===== config.mk =====
export PLATFORM = sky130hd
export DESIGN_NAME = muldiv_ctrl_flat
export DESIGN_NICKNAME = d
export VERILOG_FILES = /design/src/rtl/muldiv_pkg.sv /design/src/rtl/muldiv_if.sv /design/src/rtl/muldiv_iter.sv /design/src/rtl/muldiv_ctrl.sv /design/src/flat_wrapper.sv
export SDC_FILE = /design/constraint.sdc
export NUM_CORES = 1
export LEC_CHECK = 0
export BUFFER_PORTS_ARGS = -buffer_cell sky130_fd_sc_hd__buf_4
export CAP_MARGIN = 20
export CORE_UTILIZATION = 55
export CTS_BUF_LIST = sky130_fd_sc_hd__clkbuf_8
export CTS_CLUSTER_DIAMETER = 100
export DETAILED_ROUTE_END_ITERATION = 10
export PLACE_DENSITY_LB_ADDON = 0.05
export SYNTH_ARGS = -nofsm -noshare
export SYNTH_HDL_FRONTEND = slang
export SYNTH_SLANG_ARGS = --single-unit
export TNS_END_PERCENT = 5

===== constraint.sdc =====
create_clock -name clk -period 4 [get_ports clk]
set_clock_uncertainty 0.05 [all_clocks]
set_input_delay 0.6 -clock clk [delete_from_list [all_inputs] [get_ports clk]]
set_output_delay 0.6 -clock clk [all_outputs]
set_load 0.01 [all_outputs]

===== src/rtl/muldiv_pkg.sv =====
// muldiv_pkg: shared types, constants and sign-magnitude helper for the MULT/DIV unit
package muldiv_pkg;
    localparam int DW = 32;
    localparam int ITER = DW;
    localparam logic [DW-1:0] DIV0_LO = '1;

    typedef enum logic [1:0] {IDLE, RUN, FIX} state_t;

    function automatic logic [DW-1:0] smag(input logic [DW-1:0] v, input logic neg);
        return neg ? -v : v;
    endfunction
endpackage


===== src/rtl/muldiv_if.sv =====
// muldiv_if: EX-stage handshake between the pipeline and the MULT/DIV unit
interface muldiv_if #(parameter int WIDTH = 32);
    logic start, op_div, hilo_rd, flush, busy, stall, done;
    logic [WIDTH-1:0] srca, srcb, hi, lo;

    modport master (output start, op_div, srca, srcb, hilo_rd, flush,
                    input  busy, stall, done, hi, lo);
    modport slave  (input  start, op_div, srca, srcb, hilo_rd, flush,
                    output busy, stall, done, hi, lo);
endinterface


===== src/rtl/muldiv_iter.sv =====
// muldiv_iter: one shift-add (MULT) or restoring-divide (DIV) step on magnitudes
module muldiv_iter import muldiv_pkg::*; #(
    parameter int WIDTH = DW
) (
    input  logic [2*WIDTH:0]  acc,
    input  logic [WIDTH-1:0]  b,
    input  logic              op_div,
    output logic [2*WIDTH:0]  nxt
);
    logic [WIDTH:0]   sum, dif;
    logic [2*WIDTH:0] sh;

    // acc holds {upper W+1 bits, lower W bits}; the extra bit absorbs the add carry
    always_comb begin
        sum = acc[2*WIDTH:WIDTH] + (acc[0] ? {1'b0, b} : '0);
        sh  = {acc[2*WIDTH-1:0], 1'b0};
        dif = sh[2*WIDTH:WIDTH] - {1'b0, b};
        nxt = op_div ? ((sh[2*WIDTH:WIDTH] >= {1'b0, b}) ? {dif, sh[WIDTH-1:1], 1'b1} : sh)
                     : {1'b0, sum, acc[WIDTH-1:1]};
    end
endmodule


===== src/rtl/muldiv_ctrl.sv =====
// muldiv_ctrl: sequencer, HI/LO owner and stall source for iterative signed MULT/DIV
module muldiv_ctrl import muldiv_pkg::*; #(
    parameter int WIDTH = DW,
    parameter int CNTW  = 6
) (
    input logic    clk,
    input logic    reset,
    muldiv_if.slave bus
);
    state_t            state, nstate;
    logic [CNTW-1:0]   count;
    logic [2*WIDTH:0]  acc, nxt;
    logic [2*WIDTH-1:0] prod;
    logic [WIDTH-1:0]  b, hi, lo, rhi, rlo;
    logic              sa, sb, opd, dz, done, accept, wr;

    muldiv_iter #(.WIDTH(WIDTH)) u_iter (.acc(acc), .b(b), .op_div(opd), .nxt(nxt));

    always_comb begin
        accept = state == IDLE && bus.start && !bus.flush;
        wr     = state == FIX && !bus.flush;
        nstate = state == IDLE ? (accept ? RUN : IDLE)
               : state == RUN  ? (bus.flush ? IDLE : (count == CNTW'(ITER - 1) ? FIX : RUN))
               : IDLE;
        prod   = (sa ^ sb) ? -acc[2*WIDTH-1:0] : acc[2*WIDTH-1:0];
        // divide-by-zero leaves |srca| in the remainder, so re-signing it restores srca
        rhi    = opd ? smag(acc[2*WIDTH-1:WIDTH], sa) : prod[2*WIDTH-1:WIDTH];
        rlo    = !opd ? prod[WIDTH-1:0] : dz ? DIV0_LO : smag(acc[WIDTH-1:0], sa ^ sb);
    end

    always_ff @(posedge clk or negedge reset) begin
        if (!reset) begin
            state <= IDLE;
            count <= '0;
            acc   <= '0;
            b     <= '0;
            sa    <= 1'b0;
            sb    <= 1'b0;
            opd   <= 1'b0;
            dz    <= 1'b0;
            hi    <= '0;
            lo    <= '0;
            done  <= 1'b0;
        end else begin
            state <= nstate;
            done  <= wr;
            count <= accept ? '0 : (state == RUN ? count + 1'b1 : count);
            if (accept) begin
                acc <= {1'b0, {WIDTH{1'b0}}, smag(bus.srca, bus.srca[WIDTH-1])};
                b   <= smag(bus.srcb, bus.srcb[WIDTH-1]);
                sa  <= bus.srca[WIDTH-1];
                sb  <= bus.srcb[WIDTH-1];
                opd <= bus.op_div;
                dz  <= bus.srcb == '0;
            end else if (state == RUN) begin
                acc <= nxt;
            end
            if (wr) begin
                hi <= rhi;
                lo <= rlo;
            end
        end
    end

    assign bus.busy  = state != IDLE;
    assign bus.stall = bus.busy & (bus.start | bus.hilo_rd);
    assign bus.done  = done;
    assign bus.hi    = hi;
    assign bus.lo    = lo;
endmodule


===== src/flat_wrapper.sv =====
// flat-port wrapper written by rule: the top's interface ports become plain ports
module muldiv_ctrl_flat import muldiv_pkg::*;
#(
    parameter int WIDTH = DW,
    parameter int CNTW  = 6
)
  (clk, reset, bus_start, bus_op_div, bus_srca, bus_srcb, bus_hilo_rd, bus_flush, bus_busy, bus_stall, bus_done, bus_hi, bus_lo);
  muldiv_if #(.WIDTH(WIDTH)) bus_i ();
  input logic clk;
  input logic reset;
  input wire logic [$bits(bus_i.start)-1:0] bus_start;
  input wire logic [$bits(bus_i.op_div)-1:0] bus_op_div;
  input wire logic [$bits(bus_i.srca)-1:0] bus_srca;
  input wire logic [$bits(bus_i.srcb)-1:0] bus_srcb;
  input wire logic [$bits(bus_i.hilo_rd)-1:0] bus_hilo_rd;
  input wire logic [$bits(bus_i.flush)-1:0] bus_flush;
  output wire logic [$bits(bus_i.busy)-1:0] bus_busy;
  output wire logic [$bits(bus_i.stall)-1:0] bus_stall;
  output wire logic [$bits(bus_i.done)-1:0] bus_done;
  output wire logic [$bits(bus_i.hi)-1:0] bus_hi;
  output wire logic [$bits(bus_i.lo)-1:0] bus_lo;
  assign bus_i.start = bus_start;
  assign bus_i.op_div = bus_op_div;
  assign bus_i.srca = bus_srca;
  assign bus_i.srcb = bus_srcb;
  assign bus_i.hilo_rd = bus_hilo_rd;
  assign bus_i.flush = bus_flush;
  assign bus_busy = bus_i.busy;
  assign bus_stall = bus_i.stall;
  assign bus_done = bus_i.done;
  assign bus_hi = bus_i.hi;
  assign bus_lo = bus_i.lo;
  muldiv_ctrl #(.WIDTH(WIDTH), .CNTW(CNTW)) u_core (.clk(clk), .reset(reset), .bus(bus_i));
endmodule

# == Word level (Yosys, flattened, before mapping) ==
# Index checks and enable logic that the tools add are counted.
# op_classes
n_addsub,8
magnitude_cmp,1
n_eq_ne,3
muxes,20
n_bitwise,3
reduce_logical,8
# op_table
cell,n
65-bit 2-to-1 mux,4
32-bit 2-to-1 mux,8
32-bit negation,4
64-bit 2-to-1 mux,1
64-bit negation,1
33-bit adder,1
33-bit by 32-bit greater-or-equal comparator with 1-bit output,1
33-bit by 32-bit subtractor with 33-bit output,1
32-bit zero test,1
6-bit 2-to-1 mux,2
2-bit 2-to-1 mux,4
6-bit by 1-bit adder with 6-bit output (second input constant),1
6-bit by 5-bit == test with 1-bit output (second input constant),1
2-bit nonzero test,2
1-bit logical AND,3
2-bit by 1-bit == test with 1-bit output (second input constant),1
2-bit == test (second input constant),1
2-bit zero test,1
1-bit bitwise AND,1
1-bit zero test,1
1-bit 2-to-1 mux,1
1-bit OR,1
1-bit bitwise XOR,1
# totals
ff_bits,174
in_bits,70
out_inout_bits,67
elab_cells,54

# == Depth between registers and ports, before layout ==
# Gate-level depths: netlist (run 1).
# logic_depth
ltp_word,5
ltp_mapped,14
depth_no_buf,13

# == Modules after synthesis ==
# Synthesis (run 1) repeated with hierarchy kept, for this count alone.
# hier_totals
cells_unflattened,1911
hier_area_um2,15035.7
# by_module_without_submodules
module,instances,cells_per_inst,area_each_um2,seq_area_each_um2
muldiv_ctrl,1,1222,10174.8,4354.2
muldiv_iter,1,689,4860.9,0.0

# == Worst setup path after synthesis (run 1) ==
# Ideal clock, no wire load.
# synth_path
path_type,register to register
startpoint,reg u_core.acc[0]
endpoint,reg u_core.acc[56]
setup_time_ps,65
arrival_ps,3290
required_time_ps,3885
slack_ps,595
stages_incl_launch_ff,14
n_path_buf,1
period_less_slack_ps,3405
cell_sequence,dfrtp_1 -> inv_1 -> clkbuf_1 -> nor2_1 -> ha_1 -> o211ai_1 -> o21ai_0 -> o2111a_1 -> o31a_1 -> a31oi_1 -> o31ai_1 -> nand3_1 -> a2111o_1 -> nand2_1
# synth_between
elab_chain_cells,5
# synth_lines
element,line_no,rtl
from (decl),muldiv_ctrl.sv:12,"logic [2*WIDTH:0] acc, nxt;"
from (signal assigned),muldiv_ctrl.sv:49,"acc <= {1'b0, {WIDTH{1'b0}}, smag(bus.srca, bus.srca[WIDTH-1])};"
from (signal assigned),muldiv_ctrl.sv:56,acc <= nxt;
32-bit 2-to-1 mux,muldiv_iter.sv:15,"sum = acc[2*WIDTH:WIDTH] + (acc[0] ? {1'b0, b} : '0);"
33-bit adder,muldiv_iter.sv:15,
65-bit 2-to-1 mux,muldiv_iter.sv:18,"nxt = op_div ? ((sh[2*WIDTH:WIDTH] >= {1'b0, b}) ? {dif, sh[WIDTH-1:1], 1'b1} : sh)"
65-bit 2-to-1 mux,muldiv_ctrl.sv:55,end else if (state == RUN) begin
65-bit 2-to-1 mux,muldiv_ctrl.sv:48,if (accept) begin
# No other way between the ends. The select of a mux whose other input is x is not followed.
# A chain may end at the register's enable or synchronous reset.

# == Worst setup path in the final report (run 1) ==
# layout_path
startpoint,reg u_core.acc[31]
endpoint,reg u_core.acc[60]
# layout_between
elab_chain_cells,5
word_cells_on_any_way,6
classes_between,1 x add/sub; 1 x order compare; 4 x mux
# layout_lines
element,line_no
33-bit by 32-bit subtractor with 33-bit output / 33-bit by 32-bit greater-or-equal comparator with 1-bit output (equally long branches),"muldiv_iter.sv:17, muldiv_iter.sv:18"
65-bit 2-to-1 mux * (2 in series),muldiv_iter.sv:18
65-bit 2-to-1 mux *,muldiv_ctrl.sv:55
65-bit 2-to-1 mux *,muldiv_ctrl.sv:48
# Mark *: on every way between the ends. The rest lies on a longest branch, timed or not. The select of a mux whose other input is x is not followed.

==> impl_metrics.json, run 1 <==
{
  "initialDrtViolationCount": 1238,
  "drt_wl_total_um": 43400,
  "synth_enable_flop_cells": 0,
  "max_cap_violations": 0,
  "die_x_um": 162,
  "cts_inserted_buffers": 17,
  "final_max_slew_viol_count": 0,
  "start_util_pct": 55.8,
  "firstDrtPassIters": 5,
  "detailroute.wirelength.met2_um": 19700,
  "synth.net_count": 1877,
  "setup.worst_path.class": "reg2reg",
  "hold_slack_ns": 0.0269,
  "routed_via_density": 6.19,
  "fillCellCount": 2342,
  "seq_power_share_pct": 24.1,
  "finalCritPeriodShare_pct": 93.0,
  "slew-limit-headroom_pct": 39.0,
  "antenna-diode-count": 0,
  "critical_path.max_fanout": 4,
  "cts_sinks": 174,
  "syn_area_um2": 14000,
  "syn_inst_count": 1736,
  "clk_root_buffer_cell": "sky130_fd_sc_hd__clkbuf_8",
  "hold_class": "in2async",
  "ff_latch_area_um2": 4360,
  "multi_input_comb_area_um2": 9080,
  "hold_viol_final": 0,
  "clk_transition_reported_paths_ns": 0.12,
  "worst-endpoint-required_ns": 4.33,
  "die_height_um": 162,
  "max_freq_mhz": 269,
  "total_power_consumption_mw": 11.3,
  "place_hpwl_um": 33100,
  "globalRouteOverflowTotal": 0,
  "final.min_clock_period_ns": 3.72,
  "wire_per_inst_um": 19.8,
  "internal_power_mw": 5.66,
  "arrival_ns": 4.05,
  "htree_levels": 4,
  "drc": 0,
  "pwr-share-clk_pct": 12.2,
  "gr-usage-all-layers_pct": 33.5,
  "fin_setup_tns_ns": 0,
  "switching_share_pct": 50.0,
  "worstSkewPairLatency_ns": 0.49,
  "start_kind": "flop",
  "vias": 13600,
  "tightestPinTransition_ns": 0.892,
  "p_leak_nw": 7.32,
  "synth.ff_latch_count": 174,
  "yosys_warnings": 0,
  "outcome": "finished, final reports clean",
  "finish.net_count": 1991,
  "timing.critical_path.slowest_cell_delay_ns": 0.48,
  "placementRows": 58,
  "antenna_found_initial": 0,
  "cts_hold_buf": 0,
  "tritoncts": "built",
  "area_enclosed_by_the_die_boundary_um2": 26100,
  "ctsResizeCount": 0,
  "cp_cell_sequence": "inv_1, ha_1, inv_1, fa_1, a211oi_1, o21ai_0, o211a_1, or3_1, a221oi_1, o31ai_1, or3_1, a41oi_1, o21ai_0",
  "max_clock_buf_depth": 2,
  "place.port_buffers": 136,
  "cts_setup_buffers": 0,
  "dominantRegCellSynth": "sky130_fd_sc_hd__dfrtp_1",
  "pwr-share-comb_pct": 63.7,
  "post_route_cells_drive_above_1_share_pct": 14.1,
  "critical_path.endpoint_type": "flop",
  "sequential_share_of_the_synthesized_area_pct": 31.1,
  "p_sw_mw": 5.66,
  "route.top_layer_used": "met4",
  "synthArstFlopShare_pct": 100,
  "cellPowerDensity_nw_per_um2": 708,
  "placeableCoreArea_um2": 25100,
  "vias_in_the_first_global_route": 12600,
  "synthToLayoutAreaGrowth_pct": 14.2,
  "met3RoutedLength_um": 2620,
  "grt_setup_unrepaired": "false",
  "synthDistinctLibCells": 71,
  "grt_first_pass_wirelength_um": 68600,
  "worst_ir_drop_vdd_mv": 0.486,
  "critical-path-slowest-cell": "sky130_fd_sc_hd__a221oi_1",
  "place.gp.congestion": 0.948,
  "grt_max_degree": 73,
  "post_drt_antenna_nets": 0,
  "syn_avg_cell_area_um2": 8.07,
  "route.layer.met1.wl_um": 19300,
  "boundaryPins": 137,
  "setup-violations-final": 0
}
-- cells in the final DEF (no fill, tap or decap), types with 15 or more instances in the layout --
cell type / netlist / layout
sky130_fd_sc_hd__dfrtp_1: 174 / 173
sky130_fd_sc_hd__nand4_1: 18 / 18
sky130_fd_sc_hd__buf_4: 0 / 188
sky130_fd_sc_hd__nor2_1: 147 / 146
sky130_fd_sc_hd__clkbuf_8: 0 / 17
sky130_fd_sc_hd__a21oi_1: 118 / 117
sky130_fd_sc_hd__or3_1: 26 / 26
sky130_fd_sc_hd__xnor2_1: 63 / 63
sky130_fd_sc_hd__nand3_1: 27 / 27
sky130_fd_sc_hd__nand2b_1: 22 / 22
sky130_fd_sc_hd__a21o_1: 23 / 23
sky130_fd_sc_hd__mux2i_1: 54 / 54
sky130_fd_sc_hd__o211ai_1: 37 / 37
sky130_fd_sc_hd__ha_1: 69 / 69
sky130_fd_sc_hd__o21ai_0: 193 / 193
sky130_fd_sc_hd__nor3_1: 33 / 33
sky130_fd_sc_hd__o31ai_1: 29 / 29
sky130_fd_sc_hd__xor2_1: 113 / 113
sky130_fd_sc_hd__or4_1: 17 / 17
sky130_fd_sc_hd__inv_1: 60 / 60
sky130_fd_sc_hd__nand2_1: 205 / 205
sky130_fd_sc_hd__a211oi_1: 15 / 15
-- path summary, 6_finish.rpt --
check | start | endpoint | slack, ns | cells past startpoint
min in group clk | bus_flush | u_core.state[1] | 0.26 | 2
max reg2reg | u_core.acc[31] | u_core.acc[60] | 0.28 | 13
min | reset | u_core.acc[63] | 0.03 | 1
max | u_core.acc[31] | u_core.acc[60] | 0.28 | 13
min reg2reg | u_core.bus.hi[20] | u_core.bus.hi[20] | 0.44 | 2
max in group asynchronous | reset | u_core.bus.lo[25] | 2.94 | 2
-- kinds of logic (layout without fill, tap and decap cells) --
family	after synthesis	count (layout)	synth area share (%)
muxes	60	60	4.34
adders and majority gates	71	71	6.45
and+or+nand+nor	563	563	19.0
AOI/OAI and AO/OA	535	535	23.9
buffers and inverters	157	284	4.22
xor gates and xnor gates	176	176	11.0
DFF	174	174	31.1
-- power groups by stage --
stage	combinational [mW]	clock, mW	sequential, mW
floorplan	4.98	0	2.56
global placement	7.02	0	2.72
detailed placement	7.06	0	2.73
CTS	7.11	1.39	2.70
global route	7.84	1.46	2.76
finish	7.22	1.38	2.73
-- synthesized netlist by cell type (4+ instances only) --
master | number | share of area (%)
sky130_fd_sc_hd__a211o_1 | 5 | 0.31
sky130_fd_sc_hd__a211oi_1 | 15 | 0.80
sky130_fd_sc_hd__a21o_1 | 23 | 1.2
sky130_fd_sc_hd__a21oi_1 | 118 | 4.2
sky130_fd_sc_hd__a221o_1 | 7 | 0.50
sky130_fd_sc_hd__a221oi_1 | 9 | 0.56
sky130_fd_sc_hd__a22o_1 | 5 | 0.31
sky130_fd_sc_hd__a22oi_1 | 8 | 0.43
sky130_fd_sc_hd__a31o_2 | 4 | 0.25
sky130_fd_sc_hd__a31oi_1 | 14 | 0.63
sky130_fd_sc_hd__and2_1 | 8 | 0.36
sky130_fd_sc_hd__and3_1 | 6 | 0.27
sky130_fd_sc_hd__buf_1 | 15 | 0.40
sky130_fd_sc_hd__clkbuf_1 | 80 | 2.1
sky130_fd_sc_hd__dfrtp_1 | 174 | 31
sky130_fd_sc_hd__ha_1 | 69 | 6.2
sky130_fd_sc_hd__inv_1 | 60 | 1.6
sky130_fd_sc_hd__mux2_2 | 6 | 0.48
sky130_fd_sc_hd__mux2i_1 | 54 | 3.9
sky130_fd_sc_hd__nand2_1 | 205 | 5.5
sky130_fd_sc_hd__nand2b_1 | 22 | 0.98
sky130_fd_sc_hd__nand3_1 | 27 | 0.96
sky130_fd_sc_hd__nand4_1 | 18 | 0.80
sky130_fd_sc_hd__nor2_1 | 147 | 3.9
sky130_fd_sc_hd__nor2b_1 | 8 | 0.36
sky130_fd_sc_hd__nor3_1 | 33 | 1.2
sky130_fd_sc_hd__nor4_1 | 14 | 0.63
sky130_fd_sc_hd__o211ai_1 | 37 | 2.0
sky130_fd_sc_hd__o21a_1 | 11 | 0.59
sky130_fd_sc_hd__o21ai_0 | 193 | 6.9
sky130_fd_sc_hd__o21bai_1 | 9 | 0.48
sky130_fd_sc_hd__o221ai_1 | 5 | 0.31
sky130_fd_sc_hd__o31ai_1 | 29 | 1.6
sky130_fd_sc_hd__o41ai_1 | 13 | 0.81
sky130_fd_sc_hd__or2_2 | 8 | 0.36
sky130_fd_sc_hd__or3_1 | 26 | 1.2
sky130_fd_sc_hd__or4_1 | 17 | 0.91
sky130_fd_sc_hd__xnor2_1 | 63 | 3.9
sky130_fd_sc_hd__xor2_1 | 113 | 7.1
-- per-layer routing --
metal | vias up | global-route usage [%]
li1 | 6486 | -
met1 | 6458 | 46.5
met2 | 513 | 52.8
met3 | 115 | 4.16
met5 | - | 0
met4 | 0 | 13.8
-- area by class of cell --
cell class | count | area share (%)
multi-input combinational | 1405 | 56.8
sequential | 174 | 27.2
timing repair buffer | 192 | 9.27
tap | 330 | 2.58
clock buffer | 17 | 1.46
inverter | 60 | 1.41
clock inverter | 15 | 1.25
-- stage by stage --
stage | util, % | instance area, um2 | worst slack, ns | instances
after global routing | 63.7 | 16000 | 0.0350 | 2193
after detailed placement | 62.0 | 15600 | 0.327 | 2161
after global placement | 62.0 | 15600 | 0.398 | 2161
final | 63.7 | 16000 | 0.281 | 2193
after CTS | 63.7 | 16000 | 0.370 | 2193
after floorplan | - | 14000 | 0.595 | 1736
-- flip-flops by register name (all words and copies together) (netlist names) --
register         flops
u_core.b            32
u_core.acc          65
u_core.count         6
u_core.state         2
u_core.opd           1
u_core.bus.lo       32
u_core.sb            1
u_core.dz            1
u_core.bus.hi       32
u_core.bus.done      1
u_core.sa            1
-- worst max-delay path, delay by kind of cell (launching register included) --
family                     cells  cell delay (ns)
DFF                            1             0.44
and+or+nand+nor                2             0.67
adders and majority gates      2             0.62
AOI/OAI and AO/OA              7             1.65
buffers and inverters          2             0.18
Note: power is estimated with default switching activity, not from simulation.
==> inputs of run 2 (changes only) <==
REMOVE_ABC_BUFFERS = 1   (was unset)
==> impl_metrics.json, run 2 (synthesized netlist as in run 1, its figures left out) <==
{
  "seq_power_share_pct": 24.7,
  "boundaryPins": 137,
  "max_cap_violations": 0,
  "pwr-share-comb_pct": 63.6,
  "critical-path-slowest-cell": "sky130_fd_sc_hd__a221oi_1",
  "hold_class": "in2async",
  "finalCritPeriodShare_pct": 95.1,
  "routed_via_density": 6.16,
  "worstSkewPairLatency_ns": 0.50,
  "grt_setup_unrepaired": "false",
  "cts_inserted_buffers": 17,
  "setup-violations-final": 0,
  "wire_per_inst_um": 19.5,
  "start_kind": "flop",
  "slew-limit-headroom_pct": 33.4,
  "setup.worst_path.class": "reg2reg",
  "drc": 0,
  "worst-endpoint-required_ns": 4.33,
  "cp_cell_sequence": "inv_1, ha_1, inv_1, fa_1, a211oi_1, o21ai_0, o211a_1, or3_1, a221oi_1, o31ai_1, or3_1, a41oi_1, o21ai_0",
  "vias": 13500,
  "worst_ir_drop_vdd_mv": 0.472,
  "place.port_buffers": 136,
  "grt_first_pass_wirelength_um": 68800,
  "mostFrequentLayoutCells": "205 x sky130_fd_sc_hd__nand2_1, 193 x sky130_fd_sc_hd__o21ai_0, 189 x sky130_fd_sc_hd__buf_4, 173 x sky130_fd_sc_hd__dfrtp_1, 145 x sky130_fd_sc_hd__nor2_1",
  "vias_in_the_first_global_route": 12700,
  "antenna_found_initial": 0,
  "globalRouteOverflowTotal": 0,
  "internal_power_mw": 5.58,
  "placeableCoreArea_um2": 25100,
  "max_clock_buf_depth": 2,
  "antenna-diode-count": 0,
  "final.min_clock_period_ns": 3.80,
  "p_leak_nw": 7.32,
  "dp.cells": 2163,
  "max_flop_register": "u_core.acc",
  "cellPowerDensity_nw_per_um2": 695,
  "final_max_slew_viol_count": 0,
  "pwr-share-clk_pct": 11.7,
  "place_hpwl_um": 32100,
  "hold_slack_ns": 0.0747,
  "outcome": "finished, final reports clean",
  "die_x_um": 162,
  "htree_levels": 4,
  "grt_max_degree": 99,
  "start_util_pct": 55.8,
  "p_sw_mw": 5.53,
  "timing.critical_path.slowest_cell_delay_ns": 0.48,
  "tritoncts": "built",
  "synthToLayoutAreaGrowth_pct": 14.2,
  "ctsResizeCount": 0,
  "initialDrtViolationCount": 1368,
  "die_height_um": 162,
  "max_freq_mhz": 263,
  "place.gp.congestion": 0.975,
  "tightestPinTransition_ns": 0.999,
  "rr_endpoint": "u_core.acc[60]",
  "finish.net_count": 1993,
  "clk_transition_reported_paths_ns": 0.12,
  "r2r_start": "u_core.acc[31]",
  "drt_wl_total_um": 42800,
  "cts_hold_buf": 0,
  "post_drt_antenna_nets": 0,
  "rrSetupSlack_ns": 0.20,
  "placed_area_um2": 15600,
  "firstDrtPassIters": 5,
  "layout.cells.most_common": "sky130_fd_sc_hd__nand2_1",
  "final_cells": 2195,
  "clk_root_buffer_cell": "sky130_fd_sc_hd__clkbuf_8",
  "final_cell_area_um2": 16000,
  "switching_share_pct": 49.8,
  "cts_sinks": 174,
  "placementRows": 58,
  "area_enclosed_by_the_die_boundary_um2": 26100,
  "critical_path.max_fanout": 4,
  "critical_path.endpoint_type": "flop",
  "post_route_cells_drive_above_1_share_pct": 14.2,
  "cts_setup_buffers": 0,
  "r2r_cells": 13,
  "max_ffs_per_register": 65,
  "arrival_ns": 4.13,
  "gr-usage-all-layers_pct": 33.4,
  "hold_viol_final": 0
}
## run 2: cell count changes in the layout (fill, tap and decap cells not counted), sizes merged
cell / previous run / this run
inv: 70 / 69
clkinv: 4 / 6
bufinv: 1 / 0
buf: 192 / 194
## run 2: critical path, delay by kind of cell, from the launching register on
kind	cells	cell delay, ns
buffers and inverters	2	0.21
adders and majority gates	2	0.61
AOI/OAI and AO/OA	7	1.68
and+or+nand+nor	2	0.71
DFF	1	0.43
## run 2: metrics by stage
stage               TNS [ns]  util [%]  setup slack [ns]  power [mW]
floorplan             -14.46         -            -0.631        7.50
global placement           0      62.1             0.304        9.55
global route               0      63.7            0.0341        11.9
finish                     0      63.7             0.197        11.1
CTS                        0      63.7             0.275        11.0
detailed placement         0      62.1             0.292        9.61
## run 2: metal layers
layer,GRT usage [%],vias to the layer above,wire length (um)
li1,-,6483,-
met1,49.5,6390,19900
met2,50.0,578,18400
met3,5.26,66,3570
met4,9.52,0,895
met5,0,-,0
## run 2: worst max path at each step
stage                               start              to  slack [ns]  cells after the start
after floorplan           u_core.state[1]  u_core.acc[56]       -0.63                      5
after global placement        bus_srcb[8]    u_core.b[30]        0.30                     10
after detailed placement      bus_srcb[8]    u_core.b[30]        0.29                     10
after CTS                  u_core.acc[31]  u_core.acc[60]        0.27                     13
after global routing       u_core.acc[31]  u_core.acc[60]        0.03                     13
final                      u_core.acc[31]  u_core.acc[60]        0.20                     13
## run 2: layout make-up
class	count	area, um2
Fill cell	2299	9110
Multi-Input combinational cell	1405	9090
Sequential cell	174	4360
Timing Repair Buffer	194	1510
Tap cell	330	413
Clock buffer	17	234
Inverter	60	225
Clock inverter	15	166
## run 2: power by group through the flow
stage	clock network (mW)	logic (mW)	registers, mW
5_1_grt	1.39	7.71	2.81
6_report	1.30	7.06	2.75
3_3_place_gp	0	6.81	2.74
2_1_floorplan	0	4.83	2.67
4_1_cts	1.32	6.91	2.72
3_5_place_dp	0	6.85	2.76
